### config.mk
export PLATFORM = sky130hd
export DESIGN_NAME = branch_target_buffer
export DESIGN_NICKNAME = d
export VERILOG_FILES = /design/src/rtl/branch_target_buffer_pkg.sv /design/src/rtl/btb_entry_ram.sv /design/src/rtl/branch_target_buffer.sv
export SDC_FILE = /design/constraint.sdc
export NUM_CORES = 2
export LEC_CHECK = 0
export CELL_PAD_IN_SITES_DETAIL_PLACEMENT = 1
export CELL_PAD_IN_SITES_GLOBAL_PLACEMENT = 1
export CORE_ASPECT_RATIO = 2
export CORE_MARGIN = 3
export CORE_UTILIZATION = 45
export DETAILED_ROUTE_END_ITERATION = 6
export PLACE_DENSITY = 0.76
export SLEW_MARGIN = 20
export SYNTH_ARGS = -nofsm -noshare
export SYNTH_HDL_FRONTEND = slang
export SYNTH_SLANG_ARGS = --single-unit
### constraint.sdc
create_clock -name clk_i -period 10.5 [get_ports clk_i]
set_clock_uncertainty 0.15 [all_clocks]
set_input_delay 3.15 -clock clk_i [delete_from_list [all_inputs] [get_ports clk_i]]
set_output_delay 3.15 -clock clk_i [all_outputs]
set_load 0.005 [all_outputs]
### src/rtl/branch_target_buffer_pkg.sv
// Shared definitions for the branch target buffer: default sizes, direction
// counter encodings and the saturating counter update.
package branch_target_buffer_pkg;

  localparam int unsigned BTB_ENTRY_NUM = 64;
  localparam int unsigned BTB_XLEN      = 32;
  localparam int unsigned CNT_W         = 2;

  typedef enum logic [CNT_W-1:0] {
    CNT_SNT = 2'd0,
    CNT_WNT = 2'd1,
    CNT_WT  = 2'd2,
    CNT_ST  = 2'd3
  } cnt_e;

  // Newly allocated entries start weakly taken.
  localparam logic [CNT_W-1:0] CNT_ALLOC = CNT_WT;

  // Saturating 2-bit direction counter update.
  function automatic logic [CNT_W-1:0] cnt_next(input logic [CNT_W-1:0] cnt,
                                                 input logic             taken);
    logic [CNT_W-1:0] nxt;
    nxt = cnt;
    if (taken) begin
      if (cnt != CNT_ST) nxt = cnt + CNT_W'(1);
    end else begin
      if (cnt != CNT_SNT) nxt = cnt - CNT_W'(1);
    end
    return nxt;
  endfunction

endpackage

### src/rtl/btb_entry_ram.sv
// Tag/target/counter storage: asynchronous lookup read port plus a synchronous
// write port whose addressed entry is also readable for read-modify-write.
module btb_entry_ram
  import branch_target_buffer_pkg::*;
#(
  parameter int unsigned DEPTH = BTB_ENTRY_NUM,
  parameter int unsigned TAG_W = 24,
  parameter int unsigned XLEN  = BTB_XLEN
) (
  input  logic                     clk_i,
  input  logic [$clog2(DEPTH)-1:0] lk_addr_i,
  output logic [TAG_W-1:0]         lk_tag_c,
  output logic [XLEN-1:0]          lk_target_c,
  output logic [CNT_W-1:0]         lk_cnt_c,
  input  logic [$clog2(DEPTH)-1:0] tr_addr_i,
  output logic [TAG_W-1:0]         tr_tag_c,
  output logic [XLEN-1:0]          tr_target_c,
  output logic [CNT_W-1:0]         tr_cnt_c,
  input  logic                     tr_we_i,
  input  logic [TAG_W-1:0]         tr_tag_i,
  input  logic [XLEN-1:0]          tr_target_i,
  input  logic [CNT_W-1:0]         tr_cnt_i
);

  logic [TAG_W-1:0] tag_mem    [DEPTH];
  logic [XLEN-1:0]  target_mem [DEPTH];
  logic [CNT_W-1:0] cnt_mem    [DEPTH];

  always_ff @(posedge clk_i) begin
    if (tr_we_i) begin
      tag_mem[tr_addr_i]    <= tr_tag_i;
      target_mem[tr_addr_i] <= tr_target_i;
      cnt_mem[tr_addr_i]    <= tr_cnt_i;
    end
  end

  assign lk_tag_c    = tag_mem[lk_addr_i];
  assign lk_target_c = target_mem[lk_addr_i];
  assign lk_cnt_c    = cnt_mem[lk_addr_i];

  assign tr_tag_c    = tag_mem[tr_addr_i];
  assign tr_target_c = target_mem[tr_addr_i];
  assign tr_cnt_c    = cnt_mem[tr_addr_i];

endmodule

### src/rtl/branch_target_buffer.sv
// Direct-mapped BTB with 2-bit direction counters: Fetch lookup presented in
// Decode, prediction carried to Execute for misprediction check and training.
module branch_target_buffer
  import branch_target_buffer_pkg::*;
#(
  parameter int unsigned ENTRY_NUM = BTB_ENTRY_NUM,
  parameter int unsigned XLEN      = BTB_XLEN
) (
  input  logic            clk_i,
  input  logic            rst_i,
  input  logic            stall_i,
  input  logic            flush_dec_i,
  input  logic            flush_exe_i,
  input  logic [XLEN-1:0] pc_i,
  input  logic            pc_valid_i,
  input  logic            exe_is_branch_i,
  input  logic [XLEN-1:0] exe_pc_i,
  input  logic            exe_taken_i,
  input  logic [XLEN-1:0] exe_target_i,
  output logic            branch_hit_o,
  output logic            branch_decision_o,
  output logic [XLEN-1:0] branch_target_o,
  output logic            branch_misprediction_o
);

  localparam int unsigned IDX   = $clog2(ENTRY_NUM);
  localparam int unsigned TAG_W = XLEN - IDX - 2;

  logic [IDX-1:0]   lk_idx, tr_idx;
  logic [TAG_W-1:0] lk_tag, tr_tag;

  assign lk_idx = pc_i[IDX+1:2];
  assign lk_tag = pc_i[XLEN-1:IDX+2];
  assign tr_idx = exe_pc_i[IDX+1:2];
  assign tr_tag = exe_pc_i[XLEN-1:IDX+2];

  // Byte offset within the word never participates in indexing or tagging.
  logic unused_pc_lsb;
  assign unused_pc_lsb = ^{pc_i[1:0], exe_pc_i[1:0]};

  logic [TAG_W-1:0] ram_lk_tag, ram_tr_tag;
  logic [XLEN-1:0]  ram_lk_target, ram_tr_target;
  logic [CNT_W-1:0] ram_lk_cnt, ram_tr_cnt;

  logic             tr_we;
  logic [TAG_W-1:0] wr_tag;
  logic [XLEN-1:0]  wr_target;
  logic [CNT_W-1:0] wr_cnt;

  btb_entry_ram #(
    .DEPTH (ENTRY_NUM),
    .TAG_W (TAG_W),
    .XLEN  (XLEN)
  ) u_ram (
    .clk_i       (clk_i),
    .lk_addr_i   (lk_idx),
    .lk_tag_c    (ram_lk_tag),
    .lk_target_c (ram_lk_target),
    .lk_cnt_c    (ram_lk_cnt),
    .tr_addr_i   (tr_idx),
    .tr_tag_c    (ram_tr_tag),
    .tr_target_c (ram_tr_target),
    .tr_cnt_c    (ram_tr_cnt),
    .tr_we_i     (tr_we),
    .tr_tag_i    (wr_tag),
    .tr_target_i (wr_target),
    .tr_cnt_i    (wr_cnt)
  );

  logic [ENTRY_NUM-1:0] valid_q;
  logic                 lk_hit_c;
  logic                 tr_hit_c;

  assign lk_hit_c = pc_valid_i & valid_q[lk_idx] & (ram_lk_tag == lk_tag);
  assign tr_hit_c = valid_q[tr_idx] & (ram_tr_tag == tr_tag);

  // Training: update on tag hit, allocate only on a taken miss.
  always_comb begin
    tr_we     = 1'b0;
    wr_tag    = tr_tag;
    wr_target = ram_tr_target;
    wr_cnt    = ram_tr_cnt;
    if (exe_is_branch_i && !stall_i) begin
      if (tr_hit_c) begin
        tr_we  = 1'b1;
        wr_cnt = cnt_next(ram_tr_cnt, exe_taken_i);
        if (exe_taken_i) wr_target = exe_target_i;
      end else if (exe_taken_i) begin
        tr_we     = 1'b1;
        wr_target = exe_target_i;
        wr_cnt    = CNT_ALLOC;
      end
    end
  end

  always_ff @(posedge clk_i or posedge rst_i) begin
    if (rst_i) begin
      valid_q <= '0;
    end else if (tr_we) begin
      valid_q[tr_idx] <= 1'b1;
    end
  end

  logic            hit_d, dec_d, hit_e, dec_e;
  logic [XLEN-1:0] tgt_d, tgt_e;

  // Stage registers; a flush clears even while stalled.
  always_ff @(posedge clk_i or posedge rst_i) begin
    if (rst_i) begin
      hit_d <= 1'b0;
      dec_d <= 1'b0;
      tgt_d <= '0;
      hit_e <= 1'b0;
      dec_e <= 1'b0;
      tgt_e <= '0;
    end else begin
      if (flush_dec_i) begin
        hit_d <= 1'b0;
        dec_d <= 1'b0;
      end else if (!stall_i) begin
        hit_d <= lk_hit_c;
        dec_d <= lk_hit_c & ram_lk_cnt[1];
      end
      if (!stall_i) tgt_d <= ram_lk_target;

      if (flush_exe_i) begin
        hit_e <= 1'b0;
        dec_e <= 1'b0;
      end else if (!stall_i) begin
        hit_e <= hit_d;
        dec_e <= dec_d;
      end
      if (!stall_i) tgt_e <= tgt_d;
    end
  end

  assign branch_hit_o      = hit_d;
  assign branch_decision_o = dec_d;
  assign branch_target_o   = tgt_d;

  assign branch_misprediction_o = exe_is_branch_i & hit_e &
                                  ((dec_e != exe_taken_i) |
                                   (exe_taken_i & (tgt_e != exe_target_i)));

endmodule

==> metrics.txt <==
Reg2Reg Setup Slack=4.35 ns; Gate Count Post-Synth=7721; Synth cell types=79; vias per cell=7.12; Mean Syn Cell Area=20.9 um^2; final worst slack=1.41 ns; outcome=finished, final reports clean; CTS max path bufs=4; Skew-Pair Late Insertion Delay=0.97 ns; Yosys top cell area share=69.1%; initial antenna violation count=53; crit path capture=branch_misprediction_o; post-route minimum period=9.09 ns; RSZ-0062 raised after global routing=no; DRC viols=0; share of power burned in registers=52.3%; Final nets=8292; final WL=615000 um; largest net degree at the start of global routing=165; Net Sw Power=7.57 mW; Area after DPL=172000 um^2; CP arrival=5.79 ns; crit path max fanout=2; Crit path largest cell delay=0.85 ns; H-Tree Depth=5; endpoints failing hold=0; Design Power=32.5 mW; register bit count reported by yosys=3844; CP max-delay cell=nor4_1; clock power share=39.5%; Vias=93.9k; launching element type of the critical path=input pin; maximum VDD drop=111 uV; port bufs=134; PwrDens=177 nW/um^2; Cell Count, Final, Fillers Out=13.2k; Slew Limit Fails=0; worst slew pin tran=1.31 ns; core area=356000 um^2; Critical Path End Type=output port; Worst path depth=8; Bufs and invs on worst path=3; Die Y=852 um; ANT nets after route=0; Finished Cell Area=183000 um^2; CTS resizes=0; Post-synth EDFFs=3712; fraction of layout cells with a size suffix above 1=33.5%; TritonCTS clock tree=done; Max-Cap Viols=0; worst r2r path cells=12; ys flop type=edfxtp_1; FFs w/ async S/R, synth=3.43%; final core utilization=51.5%; placed cells=12.5k; GPL Wtd Cong=0.996; Logic pwr share=8.2%; Rows=310; most common cell in the netlist=edfxtp_1; Post-Syn Nets=7825; CP most frequent cell=nor4_1; most frequent cells after synthesis=edfxtp_1, mux4_2, mux2i_1; area delta synth->final=13.8%; Mapped Area=161000 um^2; Synth area leaders=edfxtp_1, mux4_2, dfrtp_1; Congestion Overflow GR=0; worst path cell trace=buf_2 -> xor2_1 -> nor4_1 -> buf_4 -> nand4_1 -> nor4_1 -> a21oi_1 -> clkdlybuf4s50_1; Pleak=58.0 nW; DR iter-0 viols=15.4k; FF-to-FF Start=u_ram.tag_mem[40][23]$_DFFE_PP_; critical path class=input pin to output port; hold buffer count at CTS=0; WHS=0.346 ns; Slew headroom=12.4%; type of the most critical hold path=register to register; count of final setup violators=0; Cell Int Power=25.0 mW; clock root buffer=clkbuf_16; vias in the first global route=96.6k; period utilization=86.5%; Seq/Total Area, Yosys=71.2%; crit-path leading delay family=simple AND/OR/NAND/NOR gates; I/O Pins=139; CTS Buf Count=333; HPWL Detailed=391000 um; postcts setup bufs=0; clock sinks=3844; Total GRT Usage=33.3%; Pre-antenna DRT Iters=6; first-pass GRT wire length=831000 um; starting density of the core=45.2%; Worst Path Required=7.20 ns; synth warn=0; Post-Route Setup TNS=0 ns; Die Area=366000 um^2; Net Sw Frac=23.3%; Setup WS pre-CTS=0.998 ns; CP Launch Point=exe_target_i[25]; Avg WL per Cell=46.7 um; Achievable Freq=110 MHz; R2R Path End=u_ram.tag_mem[56][2]$_DFFE_PP_; clk slew on worst S/H paths=0.06 ns; cell accounting for the most synthesized area=edfxtp_1; Die Wd=429 um
==> sequential cells by signal (all words and copies together) (netlist names) <==
signal,flops
u_ram.cnt_mem,128
hit_e,1
tgt_e,32
dec_e,1
valid_q,64
branch_target_o,32
u_ram.tag_mem,1536
u_ram.target_mem,2048
branch_hit_o,1
branch_decision_o,1
==> per-layer routing <==
metal  up-vias  GRT usage [%]  wire length [um]
li1      34184              -                 -
met2      7761           55.1            303000
met5         -              0               140
met4        22           31.7             72600
met1     49325           35.3            180000
met3      2562           7.19             59100
==> power by group through the flow <==
stage	clock, mW	combinational [mW]	sequential, mW
after floorplan	0	1.30	17.3
after global placement	0	2.49	17.3
after detailed placement	0	2.57	17.4
after CTS	12.9	2.58	17.0
after global routing	13.5	2.71	17.0
final	12.8	2.67	17.0
==> final cells by class <==
type	instances	area [um^2]
Clock inverter	193	2090
Fill cell	31064	173000
Timing Repair Buffer	689	6670
Sequential cell	3844	115000
Clock buffer	405	8880
Tap cell	4680	5860
Inverter	21	104
Multi-Input combinational cell	3299	45000
Antenna cell	45	113
==> cell families after synthesis <==
kind of cell           share of synthesized area (%)
flip-flops                                      71.2
multiplexers                                    20.8
AO/OA/AOI/OAI                                   4.09
AND/OR/NAND/NOR                                 1.92
buffers and inverters                           1.61
XOR/XNOR                                       0.418
==> cell usage in the layout (no fill, tap or decap), drive strengths merged, types with 65 or more instances in the layout <==
| master | netlist | final |
|---|---|---|
| mux4 | 1252 | 1252 |
| buf | 302 | 619 |
| a22oi | 143 | 143 |
| clkbuf | 255 | 406 |
| nor2 | 143 | 143 |
| edfxtp | 3712 | 3712 |
| dfrtp | 132 | 132 |
| nand2 | 126 | 126 |
| a221oi | 129 | 129 |
| o22ai | 114 | 114 |
| a21oi | 91 | 91 |
| mux2i | 290 | 290 |
| clkdlybuf4s50 | 0 | 69 |
| a22o | 65 | 65 |
| clkinv | 3 | 124 |
| nor3 | 75 | 75 |
| mux2 | 211 | 211 |
==> how the worst min path moves through the flow <==
| stage | from | end | slack, ns | depth (start not counted) |
|---|---|---|---|---|
| finish | valid_q[53]$_DFFE_PP0P_ | valid_q[53]$_DFFE_PP0P_ | 0.35 | 2 |
| floorplan | valid_q[53]$_DFFE_PP0P_ | valid_q[53]$_DFFE_PP0P_ | 0.30 | 2 |
| global route | valid_q[53]$_DFFE_PP0P_ | valid_q[53]$_DFFE_PP0P_ | 0.36 | 2 |
| detailed placement | valid_q[16]$_DFFE_PP0P_ | valid_q[16]$_DFFE_PP0P_ | 0.33 | 1 |
| CTS | valid_q[16]$_DFFE_PP0P_ | valid_q[16]$_DFFE_PP0P_ | 0.35 | 1 |
| global placement | valid_q[53]$_DFFE_PP0P_ | valid_q[53]$_DFFE_PP0P_ | 0.32 | 2 |
==> worst min-delay path, cell delays in order (launching register included) <==
cell     delay [ns]
dfrtp_1        0.35
inv_1          0.05
o21ai_0        0.06
Note: power is estimated with default switching activity, not from simulation.
